## src/rtl/sram_mem_controller_if.sv

```systemverilog
// sram_mem_controller_if: bundles the MEM-stage request/response signals and the external
// 16-bit SRAM pins seen by sram_mem_controller.
//   master : pipeline + SRAM side (drives requests and SRAM read data)
//   slave  : the controller (drives load data, ready and the SRAM pins)
interface sram_mem_controller_if;
  logic        rd_en;
  logic        wr_en;
  logic [31:0] address;
  logic [31:0] write_data;
  logic [31:0] read_data;
  logic        ready;
  logic [17:0] sram_addr;
  logic [15:0] sram_dq_out;
  logic [15:0] sram_dq_in;
  logic        sram_dq_oe;
  logic        sram_we_n;

  modport master (
    output rd_en, wr_en, address, write_data, sram_dq_in,
    input  read_data, ready, sram_addr, sram_dq_out, sram_dq_oe, sram_we_n
  );

  modport slave (
    input  rd_en, wr_en, address, write_data, sram_dq_in,
    output read_data, ready, sram_addr, sram_dq_out, sram_dq_oe, sram_we_n
  );
endinterface

```

## src/rtl/sram_mem_controller.sv

```systemverilog
// sram_mem_controller: sequences 32-bit MEM-stage loads/stores onto a 16-bit external SRAM.
// Each word moves as two halves (low half first), each driven for WAIT_CYCLES cycles; ready is
// held low to freeze the pipeline until the access reaches its DONE cycle.
//
// Ports:
//   clk  - clock, rising edge
//   rst  - asynchronous active-low reset
//   bus  - sram_mem_controller_if.slave: rd_en/wr_en/address/write_data in, read_data/ready
//          out, plus SRAM pins sram_addr/sram_dq_out/sram_dq_in/sram_dq_oe/sram_we_n
//
// Optional feature: define SRAM_CTRL_BOUNDS_EN to treat offsets >= 2^19 from BASE_ADDR as
// out of range (no SRAM strobes, straight to DONE, reads return 0). Without it, addresses
// alias into the SRAM.
module sram_mem_controller #(
  parameter int unsigned WAIT_CYCLES = 3,
  parameter logic [31:0] BASE_ADDR   = 32'd1024
) (
  input logic                  clk,
  input logic                  rst,
  sram_mem_controller_if.slave bus
);

  localparam int unsigned     CntW    = $clog2(WAIT_CYCLES) + 1;
  localparam logic [CntW-1:0] CntLast = CntW'(WAIT_CYCLES - 1);

  typedef enum logic [1:0] {StIdle, StLow, StHigh, StDone} state_e;

  state_e          state_q, state_d;
  logic [CntW-1:0] cnt_q, cnt_d;
  logic            is_wr_q, is_wr_d;
  logic [16:0]     word_q, word_d;
  logic [31:0]     wdata_q, wdata_d;
  logic [31:0]     rdata_q, rdata_d;
  logic [17:0]     addr_hold_q;
  logic [15:0]     dq_hold_q;

  logic        req;
  logic        phase_last;
  logic [31:0] off;
  logic        strobing;
  logic        half;

  assign req        = bus.rd_en | bus.wr_en;
  assign off        = bus.address - BASE_ADDR;
  assign phase_last = (cnt_q == CntLast);

  // Byte-lane bits never reach the SRAM; upper bits only matter for the range check.
  logic unused_off;
  assign unused_off = ^{off[31:19], off[1:0]};

`ifdef SRAM_CTRL_BOUNDS_EN
  logic out_of_range;
  assign out_of_range = |off[31:19];
`endif

  // State register
  always_ff @(posedge clk or negedge rst) begin
    if (!rst) begin
      state_q     <= StIdle;
      cnt_q       <= '0;
      is_wr_q     <= 1'b0;
      word_q      <= '0;
      wdata_q     <= '0;
      rdata_q     <= '0;
      addr_hold_q <= '0;
      dq_hold_q   <= '0;
    end else begin
      state_q     <= state_d;
      cnt_q       <= cnt_d;
      is_wr_q     <= is_wr_d;
      word_q      <= word_d;
      wdata_q     <= wdata_d;
      rdata_q     <= rdata_d;
      // Capturing the pins every cycle lets IDLE/DONE keep showing the last driven values.
      addr_hold_q <= bus.sram_addr;
      dq_hold_q   <= bus.sram_dq_out;
    end
  end

  // Next-state and datapath updates
  always_comb begin
    state_d = state_q;
    cnt_d   = cnt_q;
    is_wr_d = is_wr_q;
    word_d  = word_q;
    wdata_d = wdata_q;
    rdata_d = rdata_q;
    unique case (state_q)
      StIdle: begin
        if (req) begin
          // Write wins when both enables are high.
          is_wr_d = bus.wr_en;
          word_d  = off[18:2];
          wdata_d = bus.write_data;
          cnt_d   = '0;
`ifdef SRAM_CTRL_BOUNDS_EN
          if (out_of_range) begin
            state_d = StDone;
            if (!bus.wr_en) rdata_d = '0;
          end else begin
            state_d = StLow;
          end
`else
          state_d = StLow;
`endif
        end
      end
      StLow: begin
        if (phase_last) begin
          cnt_d   = '0;
          state_d = StHigh;
          if (!is_wr_q) rdata_d[15:0] = bus.sram_dq_in;
        end else begin
          cnt_d = cnt_q + 1'b1;
        end
      end
      StHigh: begin
        if (phase_last) begin
          cnt_d   = '0;
          state_d = StDone;
          if (!is_wr_q) rdata_d[31:16] = bus.sram_dq_in;
        end else begin
          cnt_d = cnt_q + 1'b1;
        end
      end
      StDone:  state_d = StIdle;
      default: state_d = StIdle;
    endcase
  end

  // Outputs; strobes decode straight from state so reset deasserts them immediately.
  always_comb begin
    strobing        = (state_q == StLow) || (state_q == StHigh);
    half            = (state_q == StHigh);
    bus.sram_addr   = strobing ? {word_q, half} : addr_hold_q;
    bus.sram_dq_out = strobing ? (half ? wdata_q[31:16] : wdata_q[15:0]) : dq_hold_q;
    bus.sram_dq_oe  = strobing & is_wr_q;
    bus.sram_we_n   = ~(strobing & is_wr_q);
    bus.read_data   = rdata_q;
    bus.ready       = ~req | (state_q == StDone);
  end

endmodule

```

## src/flat_wrapper.sv

```systemverilog
// flat-port wrapper written by rule: the top's interface ports become plain ports
module sram_mem_controller_flat 
#(
  parameter int unsigned WAIT_CYCLES = 3,
  parameter logic [31:0] BASE_ADDR   = 32'd1024
)
  (clk, rst, bus_rd_en, bus_wr_en, bus_address, bus_write_data, bus_sram_dq_in, bus_read_data, bus_ready, bus_sram_addr, bus_sram_dq_out, bus_sram_dq_oe, bus_sram_we_n);
  sram_mem_controller_if bus_i ();
  input logic clk;
  input logic rst;
  input wire logic [$bits(bus_i.rd_en)-1:0] bus_rd_en;
  input wire logic [$bits(bus_i.wr_en)-1:0] bus_wr_en;
  input wire logic [$bits(bus_i.address)-1:0] bus_address;
  input wire logic [$bits(bus_i.write_data)-1:0] bus_write_data;
  input wire logic [$bits(bus_i.sram_dq_in)-1:0] bus_sram_dq_in;
  output wire logic [$bits(bus_i.read_data)-1:0] bus_read_data;
  output wire logic [$bits(bus_i.ready)-1:0] bus_ready;
  output wire logic [$bits(bus_i.sram_addr)-1:0] bus_sram_addr;
  output wire logic [$bits(bus_i.sram_dq_out)-1:0] bus_sram_dq_out;
  output wire logic [$bits(bus_i.sram_dq_oe)-1:0] bus_sram_dq_oe;
  output wire logic [$bits(bus_i.sram_we_n)-1:0] bus_sram_we_n;
  assign bus_i.rd_en = bus_rd_en;
  assign bus_i.wr_en = bus_wr_en;
  assign bus_i.address = bus_address;
  assign bus_i.write_data = bus_write_data;
  assign bus_i.sram_dq_in = bus_sram_dq_in;
  assign bus_read_data = bus_i.read_data;
  assign bus_ready = bus_i.ready;
  assign bus_sram_addr = bus_i.sram_addr;
  assign bus_sram_dq_out = bus_i.sram_dq_out;
  assign bus_sram_dq_oe = bus_i.sram_dq_oe;
  assign bus_sram_we_n = bus_i.sram_we_n;
  sram_mem_controller #(.WAIT_CYCLES(WAIT_CYCLES), .BASE_ADDR(BASE_ADDR)) u_core (.clk(clk), .rst(rst), .bus(bus_i));
endmodule
```

## config.mk

```make
export PLATFORM = sky130hd
export DESIGN_NAME = sram_mem_controller_flat
export DESIGN_NICKNAME = d
export VERILOG_FILES = /design/src/rtl/sram_mem_controller_if.sv /design/src/rtl/sram_mem_controller.sv /design/src/flat_wrapper.sv
export SDC_FILE = /design/constraint.sdc
export NUM_CORES = 1
export LEC_CHECK = 0
export ABC_AREA = 0
export BUFFER_PORTS_ARGS = -buffer_cell sky130_fd_sc_hd__buf_4
export CORE_MARGIN = 2
export CORE_UTILIZATION = 51
export CTS_CLUSTER_SIZE = 16
export DETAILED_ROUTE_END_ITERATION = 16
export PLACE_DENSITY = 0.86
export SLEW_MARGIN = 20
export SYNTH_ARGS = -nofsm -noshare
export SYNTH_HDL_FRONTEND = slang
export SYNTH_SLANG_ARGS = --single-unit
export TNS_END_PERCENT = 20
```

## constraint.sdc

```tcl
create_clock -name clk -period 2.2 [get_ports clk]
set_input_delay 0.44 -clock clk [delete_from_list [all_inputs] [get_ports clk]]
set_output_delay 0.44 -clock clk [all_outputs]
set_load 0.02 [all_outputs]
```

# Word-level counts from Yosys, hierarchy flattened
# Index checks and enable logic that the tools add are counted.
[totals]
output_inout_bits = 69
inputBits = 84
ff_bits = 121
[op_classes]
n_mux = 10
n_eq_ne = 7
n_bitwise = 6
n_addsub = 2
reduce_logical = 9
[op_table]
columns = ["cell", "count"]
rows = [
  ["two-way mux 16 bit", 2],
  ["subtractor 19 x 11 -> 19 bit, second input constant", 1],
  ["two-way mux 18 bit", 1],
  ["AND reduction 3 bit", 3],
  ["case mux 2 bit (4 select lines)", 1],
  ["two-way mux 2 bit", 3],
  ["two-way mux 3 bit", 2],
  ["!= test 2 x 1 -> 1 bit, second input constant", 3],
  ["case mux 3 bit (2 select lines)", 1],
  ["== test 2 bit, second input constant", 2],
  ["AND reduction 2 bit", 2],
  ["adder 3 x 1 -> 3 bit, second input constant", 1],
  ["== test 3 x 2 -> 1 bit, second input constant", 1],
  ["NOT 1 bit", 3],
  ["== test 2 x 1 -> 1 bit, second input constant", 1],
  ["zero test 2 bit", 1],
  ["bitwise OR 1 bit", 2],
  ["nonzero test 2 bit", 1],
  ["OR reduction 2 bit", 1],
  ["bitwise AND 1 bit", 1],
  ["logical OR 1 bit", 1],
]

# Logic depth before layout (Yosys ltp)
[logic_depth]
word_depth = 4
depth_mapped = 7

# Least setup slack after synthesis
# No wires, ideal clock.
[synth_path]
path_kind = "register -> output"
from = "register u_core.state_q[0]"
to = "output port bus_sram_dq_out[10]"
stages_incl_launch_ff = 7
path_slack_ps = -36
arrival_ps = 1796
required_time_ps = 1760
cell_sequence = "dfrtp_1 > inv_1 > ha_1 > clkbuf_1 > clkbuf_1 > nor2_1 > a21oi_1"
[synth_via]
elab_chain_cells = 3
[synth_rtl]
columns = ["item", "line", "text"]
rows = [
  ["start: declaration", "sram_mem_controller.sv:28", "state_e state_q, state_d;"],
  ["start signal: assignment", "sram_mem_controller.sv:59", "state_q <= StIdle;"],
  ["start signal: assignment", "sram_mem_controller.sv:68", "state_q <= state_d;"],
  ["== test 2 bit / == test 2 x 1 -> 1 bit (equally long branches)", "sram_mem_controller.sv:133, sram_mem_controller.sv:134", ""],
  ["two-way mux 16 bit / logical OR 1 bit (equally long branches)", "sram_mem_controller.sv:136, sram_mem_controller.sv:133", ""],
  ["two-way mux 16 bit *", "sram_mem_controller.sv:136", "bus.sram_dq_out = strobing ? (half ? wdata_q[31:16] : wdata_q[15:0]) : dq_hold_q;"],
  ["end: declaration", "flat_wrapper.sv:19", "output wire logic [$bits(bus_i.sram_dq_out)-1:0] bus_sram_dq_out;"],
]
# Every way passes the cells marked *; elsewhere a longest branch is shown, timed or not.

# Worst setup path after layout
[layout_path]
from = "register u_core.state_q[0]"
to = "output port bus_sram_dq_out[3]"
# The elaborated chain is that of the path after synthesis.

==> impl_metrics.xml <==
<?xml version="1.0" encoding="UTF-8"?>
<metrics>
  <group name="timing">
    <metric name="worst_pin_slew" unit="ns">0.6476</metric>
    <metric name="timing.max_slew.rel_slack" unit="%">56.83</metric>
    <metric name="hold_viol" unit="">17</metric>
    <metric name="number_of_pins_exceeding_their_max_slew_limit_in_the_final_report" unit="">0</metric>
    <metric name="setup_violations" unit="">34</metric>
    <metric name="fin_crit" unit="ns">2.456</metric>
    <metric name="timing.clock.skew" unit="ns">0.006271</metric>
    <metric name="rsz_0062_raised_after_global_routing" unit="">true</metric>
    <metric name="timing.final.ws_setup" unit="ns">-0.2556</metric>
    <metric name="fin_crit_sh" unit="%">111.6</metric>
    <metric name="achievable_clock_frequency" unit="MHz">407.2</metric>
    <metric name="hold-worst-slack" unit="ns">-0.01227</metric>
  </group>
  <group name="worst_setup_path">
    <metric name="cp.buffers_inverters" unit="">4</metric>
    <metric name="r2r_depth" unit="">7</metric>
    <metric name="cp-endpoint" unit="">bus_sram_dq_out[3]</metric>
    <metric name="worst-setup-path-type" unit="">flip-flop to primary output</metric>
    <metric name="capturing_point_of_the_worst_reg2reg_path" unit="">u_core.state_q[1]</metric>
    <metric name="regToRegStartpoint" unit="">u_core.state_q[0]</metric>
    <metric name="timing.critical_path.slowest_cell_delay" unit="ns">0.40</metric>
    <metric name="crit_required" unit="ns">1.76</metric>
    <metric name="path_delay_family" unit="">buffers and inverters</metric>
    <metric name="critical_path_cell_count" unit="">6</metric>
    <metric name="cell_at_the_slowest_stage_of_the_critical_path" unit="">dfrtp_1</metric>
    <metric name="critPathArrivalTime" unit="ns">2.02</metric>
    <metric name="ff2ff_setup_slack" unit="ns">0.28</metric>
    <metric name="worstSetupStartpointType" unit="">flip-flop</metric>
    <metric name="cp_cell_sequence" unit="">inv_2 -&gt; ha_4 -&gt; buf_6 -&gt; bufbuf_16 -&gt; a21oi_4 -&gt; buf_6</metric>
    <metric name="worst_setup_path_end_kind" unit="">primary output</metric>
    <metric name="worst_path_maximum_fanout" unit="">12</metric>
    <metric name="worst_path_most_repeated_cell" unit="">buf_6</metric>
    <metric name="critical_path.startpoint" unit="">u_core.state_q[0]</metric>
  </group>
  <group name="yosys">
    <metric name="synthDominantAreaCellType" unit="">dfrtp_1</metric>
    <metric name="synth-edff-count" unit="">0</metric>
    <metric name="most_used_flip_flop_cell_after_synthesis" unit="">dfrtp_1</metric>
    <metric name="ys_warn_count" unit="">0</metric>
    <metric name="post_synth_inst_count" unit="">435</metric>
    <metric name="synthMostInstantiatedCell" unit="">nand2_1</metric>
    <metric name="post_synth_instance_area" unit="µm²">5031</metric>
    <metric name="synth_nets" unit="">525</metric>
    <metric name="ys_types" unit="">36</metric>
    <metric name="synthesis.area_per_instance" unit="µm²">11.57</metric>
    <metric name="synth_async_sr_flop_share" unit="%">100.0</metric>
    <metric name="ys_top_cells_by_area" unit="">dfrtp_1 (60%), nand2_1 (9.6%), mux2_2 (6.9%)</metric>
    <metric name="yosys.area.top_type_share" unit="%">60.18</metric>
    <metric name="ys_ff_latch" unit="">121</metric>
    <metric name="synth.yosys.seq_area_share" unit="%">60.18</metric>
    <metric name="synth.cells.most_frequent" unit="">nand2_1 (129), dfrtp_1 (121), mux2_2 (31)</metric>
  </group>
  <group name="layout">
    <metric name="antenna_cells_inserted" unit="">0</metric>
    <metric name="area_growth_syn_to_layout" unit="%">54.31</metric>
    <metric name="finalNetCount" unit="">691</metric>
    <metric name="number_of_inserted_filler_cells_in_the_final_layout" unit="">540</metric>
    <metric name="fraction_of_layout_instances_using_a_drive_strength_above_1" unit="%">49.27</metric>
  </group>
  <group name="place">
    <metric name="gpl_congestion" unit="">0.7166</metric>
    <metric name="dpl.hpwl" unit="µm">7462</metric>
    <metric name="buffer_ports.inserted" unit="">137</metric>
    <metric name="pre_cts_ws" unit="ns">0.1249</metric>
  </group>
  <group name="grt">
    <metric name="grt_first_pass_wirelength" unit="µm">19570</metric>
    <metric name="antenna_found_initial" unit="">0</metric>
    <metric name="overall_global_routing_resource_usage" unit="%">24.45</metric>
    <metric name="grt_max_degree" unit="">122</metric>
    <metric name="number_of_global_route_vias_before_repair" unit="">4025</metric>
    <metric name="grt_remaining_overflow" unit="">0</metric>
  </group>
  <group name="routing">
    <metric name="drt-initial-drc-count" unit="">120</metric>
    <metric name="postRouteAntennaNets" unit="">0</metric>
    <metric name="detail_route.first_pass.iterations" unit="">4</metric>
    <metric name="drt-vias-per-instance" unit="">5.218</metric>
    <metric name="route.vias.total" unit="">3893</metric>
    <metric name="drt_drc_violations_left" unit="">0</metric>
    <metric name="avgRoutedWirePerCell" unit="µm">17.21</metric>
    <metric name="wl" unit="µm">12840</metric>
  </group>
  <group name="clock_tree">
    <metric name="clk_latency" unit="ns">0.52</metric>
    <metric name="clkSlewWorstSetupHoldPaths" unit="ns">0.06</metric>
    <metric name="cts_buffer_depth" unit="">2</metric>
    <metric name="cts_root_buf" unit="">clkbuf_8</metric>
    <metric name="numClockSinks" unit="">121</metric>
    <metric name="htreeDepth" unit="">4</metric>
    <metric name="tritoncts_buffer_count" unit="">17</metric>
    <metric name="clock_tree_from_tritoncts" unit="">done</metric>
  </group>
  <group name="die">
    <metric name="fp.dieArea" unit="µm²">10680</metric>
    <metric name="die_ht" unit="µm">103.3</metric>
    <metric name="ioPinCount" unit="">153</metric>
    <metric name="placeable_core_area" unit="µm²">9684</metric>
    <metric name="die-width" unit="µm">103.3</metric>
    <metric name="floorplan.initialDensity" unit="%">51.95</metric>
    <metric name="number_of_standard_cell_rows_in_the_floorplan" unit="">36</metric>
  </group>
  <group name="pwr">
    <metric name="power_density" unit="nW/µm²">2174</metric>
    <metric name="peakVddDrop" unit="mV">1.391</metric>
    <metric name="p_total" unit="W">0.01688</metric>
    <metric name="total_leakage_power" unit="nW">3.769</metric>
  </group>
  <group name="outcome">
    <metric name="failed_checks" unit="">hold timing, setup timing</metric>
    <metric name="run_status" unit="">complete, but fails checks</metric>
  </group>
  <group name="hold_path">
    <metric name="worst_hold_path_type" unit="">primary input to asynchronous set/reset pin</metric>
  </group>
  <group name="flow_run">
    <metric name="drv.max_cap_violation_count" unit="">0</metric>
  </group>
</metrics>
-- worst register-to-register path, cell delays in order, from the launching register on --
cell	delay (ns)
dfrtp_1	0.40
inv_2	0.11
buf_6	0.11
ha_4	0.18
buf_8	0.17
nor2_1	0.06
o21ai_0	0.38
mux2_2	0.40
-- repair_timing --
| action | in CTS | in global routing |
|---|---|---|
| hold buffers | 0 | 0 |
| pin swaps | 4 | 4 |
| gates cloned | 5 | 0 |
| buffers inserted | 15 | 2 |
| gates resized for setup | 88 | 41 |
| endpoints found under the setup margin | 36 | 36 |
-- cells by family (layout without fill, tap and decap cells) --
| kind of cell | Yosys count | count (layout) | share of synthesized area [%] |
|---|---|---|---|
| fa+ha+maj | 6 | 6 | 1.492 |
| xor+xnor | 2 | 2 | 0.3482 |
| simple gates | 171 | 171 | 14.70 |
| compound gates | 43 | 43 | 4.974 |
| flops | 121 | 121 | 60.18 |
| buf+inv | 25 | 203 | 2.213 |
| mux | 67 | 67 | 16.09 |
-- metal layers --
| layer | global-route usage [%] | part of all wire (%) |
|---|---|---|
| met5 | 0 | 0 |
| met4 | 8.097 | 1.7 |
| met3 | 7.191 | 6.0 |
| met2 | 42.61 | 52 |
| met1 | 29.18 | 40 |
-- state kept, by name, indices dropped and copies added, names as in the netlist --
| register | cells |
|---|---|
| u_core.addr_hold_q | 18 |
| u_core.bus.read_data | 32 |
| u_core.cnt_q | 3 |
| u_core.dq_hold_q | 16 |
| u_core.is_wr_q | 1 |
| u_core.state_q | 2 |
| u_core.wdata_q | 32 |
| u_core.word_q | 17 |
-- report_power, final --
part	switching, W	total (W)	leakage (nW)	internal (W)
clock network	0.000984	0.00279	0.281	0.00180
logic	0.00474	0.00996	2.04	0.00522
registers	0.000749	0.00413	1.45	0.00338
total	0.00647	0.0169	3.77	0.0104
-- worst min-delay path by stage --
stage / slack (ns) / cells after the start / startpoint / endpoint
5_1_grt: 0.03 / 2 / rst / u_core.bus.read_data[15]
3_3_place_gp: 0.45 / 2 / u_core.word_q[6] / u_core.word_q[6]
3_5_place_dp: 0.46 / 2 / u_core.wdata_q[8] / u_core.wdata_q[8]
4_1_cts: 0.04 / 2 / rst / u_core.bus.read_data[0]
6_report: -0.01 / 2 / rst / u_core.bus.read_data[15]
2_1_floorplan: 0.14 / 0 / rst / u_core.addr_hold_q[0]
-- final cells by class --
| cell class | instances | area [µm²] | share of cell area, % |
|---|---|---|---|
| timing repair buffer | 167 | 1623 | 20.90 |
| inverter | 5 | 18.77 | 0.2417 |
| multi-input combinational | 289 | 2326 | 29.96 |
| tap | 133 | 166.4 | 2.143 |
| clock buffer | 20 | 455.4 | 5.866 |
| clock inverter | 11 | 146.4 | 1.886 |
| sequential | 121 | 3028 | 39.00 |
-- per-stage QoR --
step / hold slack, ns / TNS [ns] / instance area [µm²] / util [%] / cells
6_report: -0.01227 / -7.592 / 7764 / 80.17 / 746
5_1_grt: 0.02912 / -9.862 / 7764 / 80.17 / 746
4_1_cts: 0.03835 / -7.082 / 7536 / 77.82 / 744
3_5_place_dp: 0.4612 / 0 / 6299 / 65.04 / 694
3_3_place_gp: 0.4547 / 0 / 6299 / 65.04 / 694
2_1_floorplan: 0.1444 / -0.3879 / 5039 / - / 435
-- placed cells by master, fill, tap and decap left out, drive strengths merged --
| master | Yosys | routed |
|---|---|---|
| inv | 5 | 5 |
| nor2 | 23 | 23 |
| xnor2 | 2 | 2 |
| mux2i | 16 | 16 |
| o21a | 1 | 1 |
| or3b | 2 | 2 |
| nor3 | 1 | 1 |
| a22o | 2 | 2 |
| nand3b | 2 | 2 |
| bufbuf | 0 | 1 |
| or4 | 3 | 3 |
| clkbuf | 14 | 20 |
| o22ai | 1 | 1 |
| or3 | 3 | 3 |
| clkinvlp | 0 | 5 |
| a21oi | 17 | 17 |
| a31oi | 5 | 5 |
| ha | 6 | 6 |
| nand2b | 2 | 2 |
| nand2 | 131 | 131 |
| nor4b | 1 | 1 |
| o21ai | 11 | 11 |
| a21bo | 1 | 1 |
| buf | 6 | 166 |
| o21bai | 1 | 1 |
| a22oi | 1 | 1 |
| bufinv | 0 | 3 |
| dfrtp | 121 | 121 |
| o31ai | 3 | 3 |
| clkinv | 0 | 3 |
| mux2 | 51 | 51 |
| nor3b | 3 | 3 |
No activity file was read; power rests on OpenSTA's default activity.
